`src/rtl/drop_sequencer.sv`:
```
// drop_sequencer: clocked, abortable replacement for the combinational
// sqrt/compare path of the baggage-drop datapath. A request latches the
// operands, a restoring bit-serial engine produces floor(sqrt(height)*256),
// the halved root (Q8.8) is compared against the latched limit, and a grant
// holds the drop actuator for HOLD_CYCLES cycles.
module drop_sequencer #(
  parameter int unsigned HOLD_CYCLES = 16
) (
  input  logic        clk,
  input  logic        rst_n,
  input  logic        req,
  input  logic        abort,
  input  logic [7:0]  height,
  input  logic [15:0] t_lim,
  input  logic        drop_en,
  output logic        busy,
  output logic        done,
  output logic        drop_ok,
  output logic [15:0] t_act,
  output logic        drop_activated
);

  typedef enum logic [1:0] {
    IDLE = 2'd0,
    SQRT = 2'd1,
    CMP  = 2'd2,
    HOLD = 2'd3
  } state_t;

  localparam logic [15:0] HOLD_LOAD = 16'(HOLD_CYCLES - 1);

  state_t      state;
  logic [23:0] rad;        // radicand, consumed two bits per iteration
  logic [11:0] root;       // partial root, one bit appended per iteration
  logic [12:0] rem;        // partial remainder, always <= 2*root < 2^13
  logic [3:0]  iter;       // remaining iterations after the current one
  logic [15:0] t_lim_l;
  logic        drop_en_l;
  logic [15:0] hold_cnt;

  // Halve the Q4.8 root into Q8.8 by truncation; the top bits are zero
  // because the root never exceeds 4087.
  function automatic logic [15:0] half_root_q88(input logic [10:0] root_hi);
    return {5'b00000, root_hi};
  endfunction

  logic [14:0] rem_sh;
  logic [14:0] trial;
  logic [14:0] rem_diff;
  logic [14:0] rem_nx;
  logic        fit;
  logic [15:0] t_act_new;
  logic        ok_new;
  logic        unused_rem_hi;

  // One restoring square-root step plus the compare result used in CMP.
  always_comb begin
    rem_sh    = {rem, rad[23:22]};
    trial     = {1'b0, root, 2'b01};
    fit       = (rem_sh >= trial);
    rem_diff  = rem_sh - trial;
    rem_nx    = fit ? rem_diff : rem_sh;
    t_act_new = half_root_q88(root[11:1]);
    ok_new    = drop_en_l && (t_act_new <= t_lim_l);
  end

  // The remainder bound guarantees the two top bits of the step result are zero.
  assign unused_rem_hi = ^rem_nx[14:13];

  // Transaction FSM with registered outputs.
  always_ff @(posedge clk or negedge rst_n) begin
    if (!rst_n) begin
      state          <= IDLE;
      rad            <= '0;
      root           <= '0;
      rem            <= '0;
      iter           <= '0;
      t_lim_l        <= '0;
      drop_en_l      <= 1'b0;
      hold_cnt       <= '0;
      busy           <= 1'b0;
      done           <= 1'b0;
      drop_ok        <= 1'b0;
      t_act          <= '0;
      drop_activated <= 1'b0;
    end else begin
      done <= 1'b0;
      case (state)
        IDLE: begin
          if (req && !abort) begin
            rad       <= {height, 16'h0000};
            root      <= '0;
            rem       <= '0;
            iter      <= 4'd11;
            t_lim_l   <= t_lim;
            drop_en_l <= drop_en;
            busy      <= 1'b1;
            state     <= SQRT;
          end
        end
        SQRT: begin
          if (abort) begin
            busy  <= 1'b0;
            state <= IDLE;
          end else begin
            rem  <= rem_nx[12:0];
            root <= {root[10:0], fit};
            rad  <= {rad[21:0], 2'b00};
            if (iter == 4'd0) begin
              state <= CMP;
            end else begin
              iter <= iter - 4'd1;
            end
          end
        end
        CMP: begin
          if (abort) begin
            busy  <= 1'b0;
            state <= IDLE;
          end else begin
            t_act   <= t_act_new;
            drop_ok <= ok_new;
            done    <= 1'b1;
            if (ok_new) begin
              hold_cnt       <= HOLD_LOAD;
              drop_activated <= 1'b1;
              state          <= HOLD;
            end else begin
              busy  <= 1'b0;
              state <= IDLE;
            end
          end
        end
        HOLD: begin
          if (abort || hold_cnt == 16'd0) begin
            drop_activated <= 1'b0;
            busy           <= 1'b0;
            state          <= IDLE;
          end else begin
            hold_cnt <= hold_cnt - 16'd1;
          end
        end
        default: begin
          drop_activated <= 1'b0;
          busy           <= 1'b0;
          state          <= IDLE;
        end
      endcase
    end
  end

endmodule
```
`config.mk`:
```
export PLATFORM = sky130hd
export DESIGN_NAME = drop_sequencer
export DESIGN_NICKNAME = d
export VERILOG_FILES = /design/src/rtl/drop_sequencer.sv
export SDC_FILE = /design/constraint.sdc
export NUM_CORES = 1
export LEC_CHECK = 0
export BUFFER_PORTS_ARGS = -buffer_cell sky130_fd_sc_hd__buf_4
export CORE_MARGIN = 5
export CORE_UTILIZATION = 34
export DETAILED_ROUTE_END_ITERATION = 8
export RECOVER_POWER = 25
export SYNTH_ARGS = -nofsm -noshare
export SYNTH_HDL_FRONTEND = slang
export SYNTH_SLANG_ARGS = --single-unit
export TNS_END_PERCENT = 50
```
`constraint.sdc`:
```
create_clock -name clk -period 5.8 [get_ports clk]
set_clock_uncertainty 0.15 [all_clocks]
set_input_delay 0.29 -clock clk [delete_from_list [all_inputs] [get_ports clk]]
set_output_delay 0.29 -clock clk [all_outputs]
set_load 0.005 [all_outputs]
```
==> impl_metrics.tcl, run 1 <==
set metrics [dict create \
    detailedRoute.firstPassIterationCount 4 \
    ff2ff_setup_slack_ns 2.73 \
    worst_ep_arrival_time_ns 3.15 \
    leakage_nw 2.67 \
    vdd.ir_drop.worst_mv 0.166 \
    die_width_um 130 \
    crit_required_ns 5.88 \
    worst_setup_hold_path_clk_slew_ns 0.06 \
    maxUsedRoutingLayer "met4" \
    combPwrFrac 0.387 \
    first_global_vias 3826 \
    r2r_end "rem[9]" \
    num-nets-final 633 \
    wire_length_of_the_first_global_routing_pass_um 19100 \
    critPathMaxFanout 17 \
    worstMarginPinSlew_ns 1.52 \
    timing.final.hold_violations 0 \
    clock_power_share 0.260 \
    p_per_area_nw_per_um2 391 \
    layout-drive-gt1-share 0.141 \
    synthArstFlopShare 1.00 \
    via_count 3878 \
    antenna_cells 0 \
    switching_power_mw 0.801 \
    design.portCount 49 \
    grt_max_degree 62 \
    core_area_um2 14000 \
    layout.core_utilization 0.410 \
    place_hpwl_um 8050 \
    p_int_mw 1.44 \
    worst_r2r_path_depth 8 \
    number_of_core_rows 43 \
    syn_to_final_growth_pct 17.6 \
    die_area_um2 16800 \
    globalplace.congestion 0.876 \
    finalMaxSlewViolations 28 \
    die_h_um 130 \
    grt_setup_unrepaired "false" \
    detailroute.wirelength.met3_um 645 \
    synth_edf_count 0 \
    cp_capture_type "flop" \
    globalRoute.totalOverflow 0 \
    numCtsBuffers 9 \
    drv_cap 1 \
    whs_endpoint "t_lim_l[3]" \
    initial_core_util 0.348 \
    final_cell_area_um2 5730 \
    class_of_the_most_critical_hold_timing_path "input pin to flop" \
    netlist-cell-type-count 59 \
    finalSetupViolations 0 \
    postCtsSetupRepairBufs 0 \
    detail_route.iter0.violations 210 \
    holdBufCountCts 12 \
    met1_length_um 5160 \
    ctsRootBufferMaster "clkbuf_16" \
    drt.antenna.violating_nets 0 \
    dominantRegCellSynth "dfrtp_1" \
    drc 0 \
    cts.path.max_buffers 2 \
    netlist_instances 526 \
    synth.ff_latch_count 87 \
    cp_slowest_stage_delay_ns 0.65 \
    clock_tree_from_tritoncts "built" \
    synth.yosys.warnings 0 \
    setup-tns-final_ns 0 \
    sequentialPowerShare 0.353 \
    worst_path_cell_with_the_longest_stage_delay "a31o_1" \
    post_synthesis_instance_area_um2 4870 \
    syn-mean-instance-area_um2 9.27 \
    result_of_the_run "finished with violations" \
    crit_chain "inv_1, ha_1, nand3_2, or4_4, o211ai_2, a31o_1, o21ai_0, a31o_2" \
    max_freq_mhz 326 \
    ctsHtreeMaxLevel 3 \
    maxSlewHeadroom -0.0158 \
    worst_hold_launch "t_lim[3]" \
    vias_per_cell 5.10 \
    dp_slack_ns 2.74 \
    initial_antenna_violation_count 0 \
    buffer_ports.inserted 43 \
    crit_path_start_kind "flop" \
    timing.critical_path.buf_inv 1 \
    hold_path_depth 3 \
    wl_per_cell_um 14.8 \
    timing.final.ws_setup_ns 2.73 \
    cts_resized 0 \
    finalCritPeriodShare 0.529 \
    routed_wirelength_um 11200 \
    time_the_worst_path_needs_with_i_o_delays_and_setup_ns 3.07 \
    final.fill_count 1372 \
    grt_use_total 0.143 \
    crit_type "flop to flop" \
    area_of_placed_instances_um2 5350 \
    cts_sinks 87 \
    violations_in_the_final_reports "capacitance limit, slew limit" \
    worst_path_dominant_cell_family "compound AO/OA/AOI/OAI gates" \
    route.met2.wl_um 5330 \
    report.power.total_mw 2.24 \
    regToRegStartpoint "root[8]" \
    synth-seq-area-share 0.447 \
    clock_insertion_delay_worst_skew_ns 0.34 \
    swShare 0.357 \
]
-- registers in the layout, indices dropped and copies added (netlist names), 2 cells and up --
signal    flops
hold_cnt     16
t_lim_l      16
rem          13
root         12
t_act        11
rad           8
iter          4
state         2
-- worst reg2reg max path, cell delays in order, from the launching register on --
cell and delay [ns]:
dfrtp_1 0.40, inv_1 0.06, ha_1 0.44, nand3_2 0.17, or4_4 0.57, o211ai_2 0.08
a31o_1 0.65, o21ai_0 0.20, a31o_2 0.24
-- per-stage QoR --
stage | std cells | hold WS, ns
3_3_place_gp | 733 | 0.0843
3_5_place_dp | 733 | 0.0874
2_1_floorplan | 530 | -0.156
6_report | 760 | 0.0108
4_1_cts | 760 | 0.00408
5_1_grt | 760 | 0.00608
-- worst max path at each step --
stage | slack, ns | cells after the start | start | endpoint
CTS | 2.73 | 8 | root[8] | rem[9]
global placement | 2.81 | 8 | root[8] | rem[9]
finish | 2.73 | 8 | root[8] | rem[9]
floorplan | 3.36 | 11 | root[7] | rem[8]
global route | 2.56 | 8 | root[8] | rem[9]
detailed placement | 2.74 | 8 | root[8] | rem[9]
-- placed cells by master, fill, tap and decap left out, types with 5 or more instances in the layout --
master,n
a211oi_1,6
a21oi_1,22
a31oi_1,15
buf_4,34
clkbuf_1,8
clkbuf_16,9
clkbuf_4,9
conb_1,5
dfrtp_1,87
dlygate4sd3_1,12
ha_1,28
inv_1,33
mux2_2,11
mux2i_1,19
nand2_1,94
nand3_1,6
nand4_1,6
nor2_1,30
nor3_1,9
o211ai_1,8
o21a_1,6
o21ai_0,44
xnor2_1,7
-- layout make-up --
type | instances | area, um^2 | area share
multi-input combinational | 382 | 2430 | 0.425
sequential | 87 | 2180 | 0.380
tap | 180 | 225 | 0.0393
clock buffer | 11 | 253 | 0.0441
inverter | 33 | 124 | 0.0216
timing repair buffer | 63 | 473 | 0.0825
clock inverter | 4 | 45.0 | 0.00786
-- cell usage after synthesis, types with 2 or more instances --
cell type  instances  area (um^2)
a211oi_1           6         45.0
or3_1              4         25.0
mux2i_1           19          190
and2_1             3         18.8
nand3_1            6         30.0
nor2b_1            3         18.8
nand4_1            6         37.5
nand3b_1           4         30.0
mux2_2            11          124
xor2_1             2         17.5
or4_1              3         22.5
a31o_2             4         35.0
dfrtp_1           87         2180
o31ai_1            3         22.5
buf_2              5         25.0
a31oi_1           15         93.8
a22o_1             4         35.0
nand2_1           94          353
nor3_1             9         45.0
nor3b_1            2         15.0
o211ai_1           8         60.1
o21ai_1            2         10.0
ha_1              28          350
buf_4              6         45.0
nand2b_1           4         25.0
o21ai_0           44          220
nor2_1            31          116
o21a_1             6         45.0
inv_1             33          124
a21o_1             4         30.0
a21oi_1           22          110
xnor2_1            7         61.3
clkbuf_1          14         52.6
and3b_1            2         17.5
-- cells by family after synthesis --
| family | Yosys count | share of synthesized area |
|---|---|---|
| other cells | 1 | 0.000769 |
| mux | 30 | 0.0644 |
| fa+ha+maj | 28 | 0.0719 |
| xor+xnor | 9 | 0.0162 |
| flops | 87 | 0.447 |
| simple gates | 181 | 0.176 |
| buf+inv | 61 | 0.0580 |
| compound gates | 129 | 0.167 |
-- power by group through the flow --
stage	Combinational, mW	Clock, mW	Sequential (mW)
3_3_place_gp	0.836	0	0.799
6_report	0.867	0.582	0.792
5_1_grt	0.987	0.629	0.807
2_1_floorplan	0.721	0	0.777
4_1_cts	0.872	0.599	0.793
3_5_place_dp	0.862	0	0.803
-- routing by layer --
layer / vias to the layer above / global-route usage
met5: - / 0
met4: 0 / 0.0422
met3: 8 / 0.0442
met2: 76 / 0.231
met1: 1852 / 0.185
li1: 1942 / -
Power figures use the tool's default switching activity.
==> run 2: changes to the inputs <==
- ABC_AREA: not set -> 1
- clock period: 5.8 -> 3 ns (I/O delays scaled with it)
==> run 2 against run 1 <==
  * Critical path type unchanged
  * Synthesized cell count is 18% higher
  * Critical endpoint is now rem[11]
  * Die area increased by 0.76%
  * The run still ends with capacitance limit, slew limit left
  * Sequential share of layout area shrank 1.5 points
  * Global-route usage rose by 0.96 points
  * Worst hold slack better by 0.028 ns
  * Clock power grew 110%
==> impl_metrics.tcl, run 2 <==
set metrics [dict create \
    synth.top_cell.area_share 0.443 \
    timing.final.hold_violations 0 \
    globalplace.congestion 0.855 \
    setup-tns-final_ns 0 \
    initial_core_util 0.342 \
    worst_hold_launch "abort" \
    timing.critical_path.buf_inv 1 \
    crit_required_ns 3.08 \
    hold_path_depth 4 \
    clock_tree_from_tritoncts "built" \
    ff2ff_setup_slack_ns 0.41 \
    holdBufCountCts 26 \
    r2r_end "rem[11]" \
    reg_top3 "hold_cnt x16, t_lim_l x16, rem x13" \
    number_of_core_rows 44 \
    numCtsBuffers 9 \
    worst_path_dominant_cell_family "simple AND/OR/NAND/NOR gates" \
    post_synthesis_instance_area_um2 4910 \
    syn-mean-instance-area_um2 7.90 \
    routed_wirelength_um 12100 \
    die_width_um 130 \
    design.portCount 49 \
    ctsRootBufferMaster "clkbuf_16" \
    worst_r2r_path_depth 11 \
    maxSlewHeadroom -0.000846 \
    initial_antenna_violation_count 0 \
    finalMaxSlewViolations 57 \
    netlist-cell-type-count 39 \
    violations_in_the_final_reports "capacitance limit, slew limit" \
    cts_sinks 87 \
    post-synth-top-area-cell "dfrtp_1" \
    worstMarginPinSlew_ns 1.50 \
    max_freq_mhz 387 \
    drv_cap 1 \
    antenna_cells 0 \
    worst_setup_hold_path_clk_slew_ns 0.06 \
    wl_per_cell_um 13.8 \
    crit_type "flop to flop" \
    cp_slowest_stage_delay_ns 0.42 \
    drt.antenna.violating_nets 0 \
    timing.final.ws_setup_ns 0.414 \
    synthArstFlopShare 1.00 \
    core_area_um2 14400 \
    gr-usage-met3 0.0258 \
    synth.ff_latch_count 87 \
    synth_edf_count 0 \
    cts.path.max_buffers 2 \
    syn_to_final_growth_pct 21.4 \
    time_the_worst_path_needs_with_i_o_delays_and_setup_ns 2.59 \
    grt_use_total 0.152 \
    cts_resized 0 \
    critPathMaxFanout 22 \
    synth.yosys.warnings 0 \
    detail_route.iter0.violations 205 \
    result_of_the_run "finished with violations" \
    wire_length_of_the_first_global_routing_pass_um 20400 \
    globalRoute.totalOverflow 0 \
    worst_ep_arrival_time_ns 2.66 \
    vdd.ir_drop.worst_mv 0.397 \
    worst_path_cell_with_the_longest_stage_delay "dfrtp_1" \
    most_instantiated_library_cell_after_synthesis "nand2_1" \
    p_per_area_nw_per_um2 1040 \
    via_count 4189 \
    finalSetupViolations 0 \
    regToRegStartpoint "root[2]" \
    dp_slack_ns 0.422 \
    leakage_nw 2.98 \
    vias_per_cell 4.76 \
    drc 0 \
    clock_insertion_delay_worst_skew_ns 0.34 \
    grt.met1_usage 0.203 \
    netlist_instances 622 \
    place_hpwl_um 8690 \
    grt_setup_unrepaired "false" \
    commonest_cells_after_routing_fill_and_taps_aside "nand2_1, dfrtp_1, inv_1" \
    top_usage_layer "met2" \
    synth-seq-area-share 0.443 \
    cp_capture_type "flop" \
    ctsHtreeMaxLevel 3 \
    die_h_um 130 \
    final_common_cell "nand2_1" \
    postCtsSetupRepairBufs 0 \
    num-nets-final 748 \
    crit_path_start_kind "flop" \
    class_of_the_most_critical_hold_timing_path "input pin to flop" \
    whs_endpoint "drop_activated" \
    die_area_um2 17000 \
    worst_path_most_repeated_cell "nand2_1" \
    dominantRegCellSynth "dfrtp_1" \
    synth.top_cells.by_area "dfrtp_1, nand2_1, ha_1" \
    groute.layer.met2.usage 0.248 \
    detailedRoute.firstPassIterationCount 4 \
    grt_max_degree 58 \
    buffer_ports.inserted 43 \
    synth_commonest_cells "nand2_1, dfrtp_1, inv_1" \
    first_global_vias 4161 \
    layout-drive-gt1-share 0.116 \
    crit_chain "inv_1, ha_1, a21o_1, nand2_1, nand3_2, nand3_2, nand3_2, nand2_1, nand2_1, o21ai_1, nand2_1" \
    finalCritPeriodShare 0.862 \
]
run 2: cell type report:
type                       count  area, um^2
sequential                    87        2180
clock inverter                 3        67.6
timing repair buffer          75         611
multi-input combinational    436        2330
fill                        1436        8400
inverter                      82         308
tap                          184         230
clock buffer                  13         240
run 2: metal layers:
| metal | up-vias | part of all wire |
|---|---|---|
| met5 | - | 0 |
| met4 | 0 | 0.021 |
| met2 | 69 | 0.48 |
| met3 | 16 | 0.031 |
| met1 | 1968 | 0.47 |
| li1 | 2136 | - |
run 2: how the worst max path moves through the flow:
stage            start      end  slack (ns)  cells past startpoint
2_1_floorplan  root[6]  rem[11]        1.01                     12
3_3_place_gp   root[2]  rem[11]        0.46                     11
3_5_place_dp   root[2]  rem[11]        0.42                     11
4_1_cts        root[2]  rem[11]        0.40                     11
5_1_grt        root[2]  rem[11]        0.22                     11
6_report       root[2]  rem[11]        0.41                     11
run 2: power by group:
| group | switching [mW] | total, mW | internal, mW |
|---|---|---|---|
| clock | 0.468 | 1.20 | 0.732 |
| sequential | 0.251 | 1.88 | 1.62 |
| combinational | 2.00 | 3.13 | 1.13 |
run 2: cells by family after synthesis:
| kind of cell | after synthesis | share of synthesized area |
|---|---|---|
| adders and majority gates | 28 | 0.0713 |
| DFF | 87 | 0.443 |
| AOI/OAI and AO/OA | 109 | 0.122 |
| other | 1 | 0.000763 |
| and+or+nand+nor | 277 | 0.245 |
| xor gates and xnor gates | 17 | 0.0303 |
| buffers and inverters | 103 | 0.0871 |
run 2: worst min-delay path, stage by stage:
cell,delay (ns)
buf_4,0.13
nor2_1,0.07
nand4_1,0.09
a21oi_1,0.06
run 2: per-stage QoR:
step | utilization | power, mW | cells | cell area, um^2 | hold slack, ns
floorplan | - | 4.22 | 626 | 4930 | -0.296
global placement | 0.377 | 4.96 | 838 | 5410 | 0.126
detailed placement | 0.377 | 5.02 | 838 | 5410 | 0.132
CTS | 0.416 | 6.28 | 880 | 5980 | 0.0336
global route | 0.415 | 6.84 | 880 | 5960 | 0.0501
finish | 0.415 | 6.21 | 880 | 5960 | 0.0387
==> run 3: changes to the inputs <==
- clock period: 3 -> 2.95 ns (I/O delays scaled with it)
==> run 3 against run 2 <==
  * The flow now finishes without violations
  * Largest power group unchanged
  * Non-clock buffer count is the same
  * Clock-buffer cell count shrank 4
  * Die area is the same
==> impl_metrics.tcl, run 3 (same netlist as run 2, synthesis figures left out) <==
set metrics [dict create \
    result_of_the_run "complete, no violations" \
    timing.critical_path.buf_inv 1 \
    drt.antenna.violating_nets 0 \
    core_area_um2 14400 \
    maxSlewHeadroom 0.0740 \
    worst_path_cell_with_the_longest_stage_delay "nand3_2" \
    cts_resized 0 \
    clock_tree_from_tritoncts "built" \
    ctsRootBufferMaster "clkbuf_16" \
    crit_type "flop to flop" \
    crit_path_start_kind "flop" \
    dp_slack_ns 0.408 \
    time_the_worst_path_needs_with_i_o_delays_and_setup_ns 2.54 \
    worst_path_dominant_cell_family "simple AND/OR/NAND/NOR gates" \
    initial_core_util 0.342 \
    cp_capture_type "flop" \
    wire_length_of_the_first_global_routing_pass_um 20000 \
    wl_per_cell_um 13.7 \
    p_per_area_nw_per_um2 1040 \
    finalMaxSlewViolations 0 \
    die_h_um 130 \
    finalSetupViolations 0 \
    initial_antenna_violation_count 0 \
    globalRoute.totalOverflow 0 \
    finalCritPeriodShare 0.860 \
    timing.final.ws_setup_ns 0.412 \
    via_count 4207 \
    drc 0 \
    clock_insertion_delay_worst_skew_ns 0.35 \
    setup-tns-final_ns 0 \
    groute.layer.met2.usage 0.252 \
    buffer_ports.inserted 43 \
    die_area_um2 17000 \
    ctsHtreeMaxLevel 3 \
    number_of_core_rows 44 \
    worst_ep_arrival_time_ns 2.63 \
    crit_required_ns 3.04 \
    layout-drive-gt1-share 0.127 \
    detailedRoute.firstPassIterationCount 5 \
    leakage_nw 2.99 \
    worst_path_most_repeated_cell "nand2_1" \
    class_of_the_most_critical_hold_timing_path "input pin to flop" \
    critPathMaxFanout 22 \
    syn_to_final_growth_pct 21.1 \
    area_of_placed_instances_um2 5410 \
    timing.final.hold_violations 0 \
    max_freq_mhz 394 \
    commonest_cells_after_routing_fill_and_taps_aside "nand2_1, dfrtp_1, inv_1" \
    detail_route.iter0.violations 223 \
    drv_cap 0 \
    final.fill_count 1429 \
    top_usage_layer "met2" \
    vias_per_cell 4.79 \
    worstMarginPinSlew_ns 1.39 \
    grt_max_degree 53 \
    antenna_cells 0 \
    final_common_cell "nand2_1" \
    cp_slowest_stage_delay_ns 0.41 \
    num-nets-final 748 \
    cts_sinks 87 \
    crit_chain "inv_1, ha_1, a21oi_2, o21ai_1, a21oi_2, nand3_2, nand2_1, nand2_1, o21ai_1, nand2_1" \
    die_width_um 130 \
    gr-usage-met3 0.0368 \
    numCtsBuffers 9 \
    reg_top3 "hold_cnt x16, t_lim_l x16, rem x13" \
    grt.met1_usage 0.186 \
    place_hpwl_um 8690 \
    grt_setup_unrepaired "false" \
    final_cell_area_um2 5950 \
    cts.path.max_buffers 2 \
    design.portCount 49 \
    routed_wirelength_um 12100 \
    first_global_vias 4107 \
    globalplace.congestion 0.842 \
    worst_setup_hold_path_clk_slew_ns 0.07 \
    grt_use_total 0.148 \
    vdd.ir_drop.worst_mv 0.398 \
]
[run 3: what timing repair did]
| action | in CTS | in global routing |
|---|---|---|
| hold endpoints to repair | 75 | 0 |
| hold buffers | 26 | 0 |
| setup buffers | 0 | 0 |
[run 3: layout make-up]
type,instances,area (um^2),area share
flip-flops and latches,87,2180,0.366
inverters,82,308,0.0517
repair buffers,75,626,0.105
multi-input cells,436,2330,0.392
well taps,184,230,0.0387
clock buffers,9,225,0.0378
clock inverters,6,53.8,0.00904
[run 3: metal layers]
metal	vias to the layer above	wire [um]
li1	2143	-
met1	1977	5510
met2	66	5910
met3	21	422
met4	0	216
met5	-	0
[run 3: final timing paths]
check | endpoint | slack [ns] | start | depth (start not counted)
worst max-delay path | rem[11] | 0.41 | root[6] | 10
worst min-delay path | drop_activated | 0.04 | abort | 4
worst max register to register | rem[11] | 0.41 | root[6] | 10
worst min register to register | t_lim_l[15] | 0.33 | t_lim_l[15] | 2
max in group asynchronous | rem[1] | 1.15 | rst_n | 3
min in group asynchronous | t_lim_l[6] | 0.51 | rst_n | 2
[run 3: stage by stage]
| step | utilization | cells | hold WS [ns] | total power, mW |
|---|---|---|---|---|
| after floorplan | - | 626 | -0.298 | 4.30 |
| after global placement | 0.377 | 838 | 0.0868 | 5.04 |
| after detailed placement | 0.377 | 838 | 0.101 | 5.10 |
| after CTS | 0.414 | 879 | 0.0320 | 6.26 |
| after global routing | 0.414 | 879 | 0.0652 | 6.83 |
| final | 0.414 | 879 | 0.0388 | 6.20 |
[run 3: tightest hold or removal path: stages]
cell and delay, ns:
buf_4 0.14, nor2_1 0.07, nand4_1 0.08, a21oi_1 0.06
[run 3: power by group]
part / switching [mW] / leakage [nW] / internal [mW]
registers: 0.262 / 1.12 / 1.65
logic: 2.01 / 1.73 / 1.17
clock network: 0.526 / 0.134 / 0.582
total: 2.80 / 2.99 / 3.40
